`config.mk`:
```
export PLATFORM = sky130hd
export DESIGN_NAME = dest_extract_flat
export DESIGN_NICKNAME = d
export VERILOG_FILES = /design/src/rtl/dest_packetizer_pkg.sv /design/src/rtl/dest_extract_if.sv /design/src/rtl/axi4s_reg_slice.sv /design/src/rtl/dest_extract.sv /design/src/flat_wrapper.sv
export SDC_FILE = /design/constraint.sdc
export NUM_CORES = 1
export LEC_CHECK = 0
export ABC_AREA = 1
export CELL_PAD_IN_SITES_DETAIL_PLACEMENT = 1
export CELL_PAD_IN_SITES_GLOBAL_PLACEMENT = 2
export CORE_MARGIN = 4
export CORE_UTILIZATION = 23
export DETAILED_ROUTE_END_ITERATION = 8
export GPL_ROUTABILITY_DRIVEN = 1
export PLACE_DENSITY_LB_ADDON = 0.1
export REMOVE_ABC_BUFFERS = 1
export SYNTH_ARGS = -nofsm -noshare
export SYNTH_HDL_FRONTEND = slang
export SYNTH_HIERARCHICAL = 1
export SYNTH_SLANG_ARGS = --single-unit
```
`constraint.sdc`:
```
create_clock -name aclk -period 1.26 [get_ports aclk]
set_input_delay 0.252 -clock aclk [delete_from_list [all_inputs] [get_ports aclk]]
set_output_delay 0.252 -clock aclk [all_outputs]
set_load 0.05 [all_outputs]
```
`src/rtl/dest_packetizer_pkg.sv`:
```
// dest_packetizer_pkg: default widths and state encoding shared by the dest insert/extract blocks
package dest_packetizer_pkg;
  localparam int DATA_WIDTH_DEF = 8;
  localparam int ID_WIDTH_DEF = 3;
  typedef enum logic [1:0] {HEADER, PAYLOAD, DISCARD} state_t;
endpackage

```
`src/rtl/dest_extract_if.sv`:
```
// dest_extract_if: AXI4-Stream beat bundle; master drives tvalid/tlast/tdata/tid, slave drives tready
interface dest_extract_if #(parameter int DW = 8, parameter int IW = 3);
  logic tvalid;
  logic tready;
  logic tlast;
  logic [DW-1:0] tdata;
  logic [IW-1:0] tid;
  modport master (output tvalid, tlast, tdata, tid, input tready);
  modport slave (input tvalid, tlast, tdata, tid, output tready);
endinterface

```
`src/rtl/axi4s_reg_slice.sv`:
```
// axi4s_reg_slice: one-deep registered AXI4-Stream stage; in_* beat -> out_* one cycle later, holds while stalled
module axi4s_reg_slice #(
  parameter int DW = 8,
  parameter int IW = 3
) (
  input  logic clk,
  input  logic rst,
  input  logic in_valid,
  output logic in_ready,
  input  logic in_last,
  input  logic [DW-1:0] in_data,
  input  logic [IW-1:0] in_id,
  output logic out_valid,
  input  logic out_ready,
  output logic out_last,
  output logic [DW-1:0] out_data,
  output logic [IW-1:0] out_id
);
  assign in_ready = !out_valid || out_ready;
  always_ff @(posedge clk) begin
    if (rst) begin
      out_valid <= 1'b0;
      out_last <= 1'b0;
      out_data <= '0;
      out_id <= '0;
    end else if (in_ready) begin
      out_valid <= in_valid;
      if (in_valid) begin
        out_last <= in_last;
        out_data <= in_data;
        out_id <= in_id;
      end
    end
  end
endmodule

```
`src/rtl/dest_extract.sv`:
```
// dest_extract: strips the header beat of each packet and forwards payload with the header id on initiator.tid
// Ports: aclk, areset (sync, active-high); target (slave stream in); initiator (master stream out, tid valid);
// hdr_only_drop pulse on header-only packet; id_err pulse on bad header when DEST_EXTRACT_ID_CHECK_EN is defined.
module dest_extract
  import dest_packetizer_pkg::*;
#(
  parameter int DATA_WIDTH = DATA_WIDTH_DEF,
  parameter int ID_WIDTH = ID_WIDTH_DEF
) (
  input  logic aclk,
  input  logic areset,
  dest_extract_if.slave target,
  dest_extract_if.master initiator,
  output logic hdr_only_drop
`ifdef DEST_EXTRACT_ID_CHECK_EN
  , output logic id_err
`endif
);
  state_t state;
  logic [ID_WIDTH-1:0] id_q;
  logic slice_ready;
  logic acc;
  logic hdr_bad;
`ifdef DEST_EXTRACT_ID_CHECK_EN
  if (ID_WIDTH < DATA_WIDTH) begin : g_chk
    assign hdr_bad = |target.tdata[DATA_WIDTH-1:ID_WIDTH];
  end else begin : g_nochk
    assign hdr_bad = 1'b0;
  end
`else
  assign hdr_bad = 1'b0;
`endif
  // headers and discarded beats never enter the slice, so they are absorbed even while it stalls
  assign target.tready = (state != PAYLOAD) || slice_ready;
  assign acc = target.tvalid && target.tready;
  always_ff @(posedge aclk) begin
    if (areset) begin
      state <= HEADER;
      id_q <= '0;
      hdr_only_drop <= 1'b0;
`ifdef DEST_EXTRACT_ID_CHECK_EN
      id_err <= 1'b0;
`endif
    end else begin
      hdr_only_drop <= acc && state == HEADER && target.tlast;
`ifdef DEST_EXTRACT_ID_CHECK_EN
      id_err <= acc && state == HEADER && hdr_bad;
`endif
      if (acc && state == HEADER) id_q <= target.tdata[ID_WIDTH-1:0];
      if (acc) state <= target.tlast ? HEADER : state == HEADER ? (hdr_bad ? DISCARD : PAYLOAD) : state;
    end
  end
  // tid is captured with each beat so a following header cannot alter a stalled beat
  axi4s_reg_slice #(.DW(DATA_WIDTH), .IW(ID_WIDTH)) u_slice (
    .clk(aclk),
    .rst(areset),
    .in_valid(target.tvalid && state == PAYLOAD),
    .in_ready(slice_ready),
    .in_last(target.tlast),
    .in_data(target.tdata),
    .in_id(id_q),
    .out_valid(initiator.tvalid),
    .out_ready(initiator.tready),
    .out_last(initiator.tlast),
    .out_data(initiator.tdata),
    .out_id(initiator.tid)
  );
endmodule

```
`src/flat_wrapper.sv`:
```
// flat-port wrapper written by rule: the top's interface ports become plain ports
module dest_extract_flat import dest_packetizer_pkg::*;
#(
  parameter int DATA_WIDTH = DATA_WIDTH_DEF,
  parameter int ID_WIDTH = ID_WIDTH_DEF
)
  (aclk, areset, hdr_only_drop, target_tvalid, target_tlast, target_tdata, target_tid, target_tready, initiator_tvalid, initiator_tlast, initiator_tdata, initiator_tid, initiator_tready);
  dest_extract_if #(.DW(8), .IW(3)) target_i ();
  dest_extract_if #(.DW(8), .IW(3)) initiator_i ();
  input  logic aclk;
  input  logic areset;
  output logic hdr_only_drop;
  input wire logic [$bits(target_i.tvalid)-1:0] target_tvalid;
  input wire logic [$bits(target_i.tlast)-1:0] target_tlast;
  input wire logic [$bits(target_i.tdata)-1:0] target_tdata;
  input wire logic [$bits(target_i.tid)-1:0] target_tid;
  output wire logic [$bits(target_i.tready)-1:0] target_tready;
  output wire logic [$bits(initiator_i.tvalid)-1:0] initiator_tvalid;
  output wire logic [$bits(initiator_i.tlast)-1:0] initiator_tlast;
  output wire logic [$bits(initiator_i.tdata)-1:0] initiator_tdata;
  output wire logic [$bits(initiator_i.tid)-1:0] initiator_tid;
  input wire logic [$bits(initiator_i.tready)-1:0] initiator_tready;
  assign target_i.tvalid = target_tvalid;
  assign target_i.tlast = target_tlast;
  assign target_i.tdata = target_tdata;
  assign target_i.tid = target_tid;
  assign target_tready = target_i.tready;
  assign initiator_tvalid = initiator_i.tvalid;
  assign initiator_tlast = initiator_i.tlast;
  assign initiator_tdata = initiator_i.tdata;
  assign initiator_tid = initiator_i.tid;
  assign initiator_i.tready = initiator_tready;
  dest_extract #(.DATA_WIDTH(DATA_WIDTH), .ID_WIDTH(ID_WIDTH)) u_core (.aclk(aclk), .areset(areset), .target(target_i), .initiator(initiator_i), .hdr_only_drop(hdr_only_drop));
endmodule
```
# After elaboration in Yosys (flattened, before gate mapping)
# Cells that the tools add are included.
# Widths: inputs -> output; s select.
op_classes:
  reduce_logical: 11
  mux: 2
  n_eq_ne: 2
op_table:
  columns: ["operator", "n"]
  rows:
  - ["$logic_and 1x1->1", 4]
  - ["$mux 2", 2]
  - ["$reduce_and 2->1", 2]
  - ["$eq 2x1->1 const B", 1]
  - ["$logic_not 2->1", 1]
  - ["$logic_or 1x1->1", 2]
  - ["$ne 2x1->1 const B", 1]
  - ["$reduce_bool 2->1", 1]
  - ["$logic_not 1->1", 1]
word_totals:
  ff_bits: 19
  word_cells: 22
  input_bits: 16

# Depth between registers and ports, before layout
# Gate-level depths: netlist (run 1).
logic_depth:
  ltp_word: 6
  ltp_mapped: 7

# By module
# Netlist (run 1), hierarchy kept.
by_module_without_submodules:
  columns: ["mod", "area_per_inst_um2", "n_inst", "cells_each"]
  rows:
  - ["axi4s_reg_slice", 636.9, 1, 84]
  - ["dest_extract", 207.7, 1, 29]

# Least setup slack after synthesis (run 1)
# Ideal clock, no wire load.
synth_path:
  kind: "reg-to-reg"
  startpoint: "register u_core.u_slice.out_valid"
  endpoint: "register u_core.state[0]"
  path_slack_ps: -319
  setup_time_ps: 75
  n_path_buf: 1
  path_stages_with_launch: 6
  arrival_ps: 1503
  cell_sequence: "dfxtp_1 nand2_4 buf_6 inv_1 nand2_1 a21oi_1"
synth_between:
  elab_chain_len: 5
synth_rtl:
  columns: ["item", "line_no", "source"]
  rows:
  - ["from (decl)", "axi4s_reg_slice.sv:13", "output logic out_valid,"]
  - ["from (signal assigned)", "axi4s_reg_slice.sv:27", "out_valid <= in_valid;"]
  - ["$logic_not 1->1", "axi4s_reg_slice.sv:19", "assign in_ready = !out_valid || out_ready;"]
  - ["$logic_or 1x1->1", "axi4s_reg_slice.sv:19", null]
  - ["named net u_core.slice_ready", "dest_extract.sv:21", "logic slice_ready;"]
  - ["$logic_or 1x1->1", "dest_extract.sv:34", "assign target.tready = (state != PAYLOAD) || slice_ready;"]
  - ["named net target_tready", "flat_wrapper.sv:17", "output wire logic [$bits(target_i.tready)-1:0] target_tready;"]
  - ["$logic_and 1x1->1", "dest_extract.sv:35", "assign acc = target.tvalid && target.tready;"]
  - ["$reduce_and 2->1 (no line)", null, null]
  - ["to (signal assigned)", "dest_extract.sv:50", "if (acc) state <= target.tlast ? HEADER : state == HEADER ? (hdr_bad ? DISCARD : PAYLOAD) : state;"]
  - ["to (decl)", "dest_extract.sv:19", "state_t state;"]
# The timed path passes the listed nets, and every way through them passes these cells.
# A chain may end at the register's enable or synchronous reset.

# Final worst setup path (run 1)
layout_path:
  startpoint: "register u_core.u_slice.out_valid"
  endpoint: "output target_tready"
layout_between:
  elab_chain_len: 3
layout_rtl:
  columns: ["item", "line_no"]
  rows:
  - ["$logic_not 1->1", "axi4s_reg_slice.sv:19"]
  - ["$logic_or 1x1->1", "axi4s_reg_slice.sv:19"]
  - ["named net u_core.slice_ready", "dest_extract.sv:21"]
  - ["$logic_or 1x1->1", "dest_extract.sv:34"]
  - ["to (decl)", "flat_wrapper.sv:17"]
# The timed path passes the listed nets, and every way through them passes these cells.

==> results of run 1 <==
worst min-delay path by stage:
stage | start | end | slack, ps
floorplan | areset | u_core/state[0] | 320
global placement | u_core/id_q[0] | u_core/id_q[0] | 470
detailed placement | u_core/id_q[2] | u_core/id_q[2] | 480
CTS | u_core/id_q[0] | u_core/id_q[0] | 500
global route | u_core/id_q[1] | u_core/id_q[1] | 530
finish | u_core/id_q[0] | u_core/id_q[0] | 490
layout make-up:
class | instances | area, sq um
flip-flops and latches | 18 | 365
clock buffers | 4 | 55.1
repair buffers | 34 | 497
well taps | 46 | 57.6
fillers | 421 | 2040
multi-input cells | 69 | 348
inverters | 20 | 75.1
repair_timing:
item                                    CTS  global route
resized for setup                         3             2
endpoints found under the setup margin    1             1
buffers inserted                          2             1
cells in the final DEF (no fill, tap or decap), types with 2 or more instances in the layout:
cell,instances
clkbuf_8,4
nand3b_1,3
dfxtp_1,16
inv_2,2
inv_1,18
nand3_2,6
buf_4,5
nand2_1,17
clkdlybuf4s50_1,11
nor2_1,18
a21oi_1,14
nand3_1,6
buf_12,17
state kept, by name (all words and copies together), names as in the netlist:
signal                    count
u_core/u_slice/out_valid      1
u_core/state                  1
u_core/u_slice/out_last       1
u_core/id_q                   3
u_core/u_slice/out_data       8
u_core/u_slice/out_id         3
u_core/hdr_only_drop          1
metrics by stage:
step                cells  TNS (ps)  worst slack (ps)  total power (W)
global route          191         0              11.7          0.00156
global placement      184     -1460              -118          0.00101
floorplan             107      -620              -334         0.000819
finish                191         0              66.7          0.00148
detailed placement    184     -1850              -146          0.00102
CTS                   190         0              1.56          0.00151
routing by layer:
layer | track usage | vias up | share of wire
li1 | - | 411 | -
met2 | 0.188 | 14 | 0.50
met3 | 0.0276 | 2 | 0.045
met1 | 0.122 | 374 | 0.45
met5 | 0 | - | 0
met4 | 0.0447 | 0 | 0.0089
where the power goes:
group,total (W),switching [W],internal (W)
Clock,0.000477,0.000199,0.000278
Combinational,0.000364,0.000183,0.000181
Sequential,0.000636,0.0000330,0.000603
worst max-delay path, cell delays in order, from the launching register on:
cell	delay (ps)
dfxtp_4	360
nand2_4	50
inv_1	60
nand2_2	70
buf_12	150
cell families after synthesis:
group | Yosys count | share of synthesized area
AO/OA/AOI/OAI | 15 | 0.0889
buffers and inverters | 26 | 0.164
flip-flops | 18 | 0.427
AND/OR/NAND/NOR | 54 | 0.320
==> results.yml, run 1 <==
synth:
  synth_area_per_cell_sq_um: 7.47
  synth-edff-count: 0
  ys_seq_elements: 18
  synth_top_area_frac: 0.427
  async_flop_share: 0
  synth_area_leaders: "dfxtp_1, a21oi_1, inv_1, nand2_1, nor2_1"
  yosysTopAreaCell: "dfxtp_1"
  synth_top_flop_cell: "dfxtp_1"
  ys_types: 15
  synth.cell_area_sq_um: 845
  netlist_top_cells_count: "dfxtp_1, inv_1, nand2_1, nor2_1, a21oi_1"
  syn_inst: 113
  yosysWarnings: 6
  synth_seq_area_share: 0.427
die:
  start_util: 0.245
  pin_count: 31
  rows: 21
  die-area_sq_mm: 0.00471
  die_h_microns: 68.6
  fp.coreArea_sq_mm: 0.00344
  die_w_microns: 68.6
clock_network:
  cts_tree: "built"
  cts_buffers: 3
  insertion_delay_ps: 250
  clk_pin_slew_worst_paths_ps: 70
  root_buffer: "clkbuf_8"
  ctsHtreeMaxLevel: 1
  cts_buffer_depth: 2
  ctsHoldBuffers: 0
  cts_num_sinks: 18
placement:
  hpwl_microns: 1520
  place_area_sq_mm: 0.00131
  io_buffers: 27
  place_congestion: 0.695
timing:
  fin_crit_ps: 1190
  slew_viol_final: 0
  period_share: 0.947
  clock_skew_ps: 3.86
  finalSetupViolCount: 0
  relSlewSlack: 0.737
  worst_pin_slew_ps: 395
  clock.fmax_ghz: 0.838
  hold_viol_final: 0
  holdWs_ps: 487
  rsz0062_at_grt: "no"
global_route:
  grt.overflow.total: 0
  grt_first_pass_wirelength_microns: 3800
  grt.total_usage: 0.107
  grt_max_degree: 26
  grt_pass1_vias: 859
  antenna_found_initial: 0
outcome:
  outcome: "completed"
setup_path:
  crit_type: "register to output port"
  reg2reg_setup_slack_ps: 220
  reg2reg_depth: 6
  end_kind: "output port"
  critPathCapture: "target_tready"
  r2r-start: "u_core/state[0]"
  cp.required_ps: 1010
  r2r_end: "u_core/u_slice/out_data[6]"
  crit_path_start_kind: "register"
  arrival_ps: 940
  startpoint: "u_core/u_slice/out_valid"
  critPathMaxFanout: 2
hold_path:
  min_path_cells: 2
  hold_class: "register to register"
pwr:
  irDropWorstVdd_mv: 0.452
  p_per_area_mw_per_mm2: 1060
  power_leakage_nw: 0.630
flow_run:
  drv_cap: 0
final_layout:
  synthToLayoutAreaGrowth_pct: 65.5
  drive_gt1_frac: 0.269
  fin_area_sq_mm: 0.00140
  nets: 162
  post-route-util: 0.406
  antenna_cells: 0
routing:
  drc: 0
  viasPerCell: 4.19
  final_antenna_net_count: 0
  drtIter0Drc: 13
  vias: 801
  drtPass1Iterations: 2
  routed_wl_microns: 2130
  wl_per_cell_microns: 11.1
Note: power is estimated with default switching activity, not from simulation.
==> inputs of run 2 (changes only) <==
==> constraint.sdc (replaced) <==
create_clock -name aclk -period 1.2 [get_ports aclk]
set_input_delay 0.24 -clock aclk [delete_from_list [all_inputs] [get_ports aclk]]
set_output_delay 0.24 -clock aclk [all_outputs]
set_load 0.05 [all_outputs]
==> results.yml, run 2 (synthesis gave the netlist of run 1 again) <==
setup_path:
  crit_slowest_cell: "dfxtp_4"
  critPathMaxFanout: 2
  arrival_ps: 920
  crit_top_cell: "nand2_4"
  crit_path_start_kind: "register"
  max_stage_delay_ps: 360
  crit_chain: "nand2_4 > inv_2 > nand2_4 > buf_12"
  crit_type: "register to output port"
  end_kind: "output port"
  cp.required_ps: 960
global_route:
  antenna_found_initial: 0
  grt_max_degree: 26
  grt.total_usage: 0.0999
  use_met2: 0.155
  grt_pass1_vias: 763
  grt.overflow.total: 0
  gr-usage-met3: 0.0243
  grt.busiest_layer: "met2"
  grt.met1_usage: 0.133
  grt_first_pass_wirelength_microns: 3510
die:
  die_h_microns: 68.6
  pin_count: 31
  start_util: 0.245
  die_w_microns: 68.6
  rows: 21
  fp.coreArea_sq_mm: 0.00344
  die-area_sq_mm: 0.00471
timing:
  fin_tns_setup_ps: 0
  worst_slack_ps: 43.2
  hold_viol_final: 0
  holdWs_ps: 481
  slew_viol_final: 0
  fin_crit_ps: 1160
  period_share: 0.964
  worst_pin_slew_ps: 415
  clock.fmax_ghz: 0.864
  finalSetupViolCount: 0
  clock_skew_ps: 1.60
  relSlewSlack: 0.723
routing:
  drc: 0
  final_antenna_net_count: 0
  routed_wl_microns: 2080
  drtIter0Drc: 22
  wl_per_cell_microns: 10.9
  vias: 793
  viasPerCell: 4.15
  drtPass1Iterations: 3
final_layout:
  drive_gt1_frac: 0.276
  synthToLayoutAreaGrowth_pct: 64.6
  largest_reg_flops: 8
  mostFrequentLayoutCells: "nor2_1, nand2_1, inv_1, buf_12, dfxtp_1"
  reg_top3: "u_core/u_slice/out_data: 8 flops, u_core/id_q: 3 flops, u_core/u_slice/out_id: 3 flops"
  mostFrequentLayoutCell: "nor2_1"
  nets: 162
  n_fill_cell: 405
  largest-register: "u_core/u_slice/out_data"
  fin_cells: 191
  antenna_cells: 0
clock_network:
  cts_tree: "built"
  ctsHtreeMaxLevel: 1
  clk_pin_slew_worst_paths_ps: 70
  root_buffer: "clkbuf_8"
  cts_num_sinks: 18
  insertion_delay_ps: 250
  cts_buffer_depth: 2
  ctsHoldBuffers: 0
  cts_buffers: 3
pwr:
  p_per_area_mw_per_mm2: 1110
  power_leakage_nw: 0.633
  irDropWorstVdd_mv: 0.487
  finalPower_w: 0.00154
placement:
  dp_worst_setup_slack_ps: -192
  dp.cells: 185
  place_congestion: 0.691
  hpwl_microns: 1540
  io_buffers: 27
outcome:
  outcome: "completed"
flow_run:
  drv_cap: 0
hold_path:
  hold_class: "primary input to register"
run 2: changes by cell type in the layout (fill, tap and decap cells not counted):
cell,change
nand2_2,-1
buf_12,-1
buf_4,+1
inv_2,+1
nand2_4,+1
inv_1,-1
run 2: worst max-delay path, delay by kind of cell (launching register included):
kind	cells	cell delay, ps
buf+inv	2	200
flops	1	360
simple gates	2	100
run 2: what timing repair did:
action	CTS	global route
setup buffers	2	0
endpoints found under the setup margin	1	1
resized for setup	5	2
run 2: where the power goes:
group	switching [W]	leakage [nW]	internal (W)
clock	0.000201	0.0288	0.000291
sequential	0.0000358	0.149	0.000634
combinational	0.000192	0.456	0.000188
run 2: area by class of cell:
class	count	area [sq um]	share of cell area
tap	46	57.6	0.0414
sequential	18	365	0.263
timing repair buffer	34	484	0.348
multi-input combinational	69	353	0.254
clock buffer	4	55.1	0.0396
inverter	20	75.1	0.0540
run 2: path summary, 6_finish.rpt:
check | startpoint | slack (ps) | to | cells past startpoint
hold / removal | initiator_tready | 480 | u_core/state[0] | 6
hold reg to reg | u_core/id_q[1] | 490 | u_core/id_q[1] | 2
setup reg to reg | u_core/state[0] | 150 | u_core/u_slice/out_data[6] | 6
setup / recovery | u_core/u_slice/out_valid | 40 | target_tready | 4
run 2: routing by layer:
metal / up-vias / wire length [microns]
li1: 412 / -
met1: 365 / 958
met2: 14 / 998
met3: 2 / 101
met4: 0 / 19
met5: - / 0
run 2: stage by stage:
stage / instance area, sq um / utilization
after detailed placement: 1310 / 0.380
final: 1390 / 0.404
after global placement: 1310 / 0.380
after floorplan: 781 / -
after CTS: 1390 / 0.402
after global routing: 1390 / 0.404
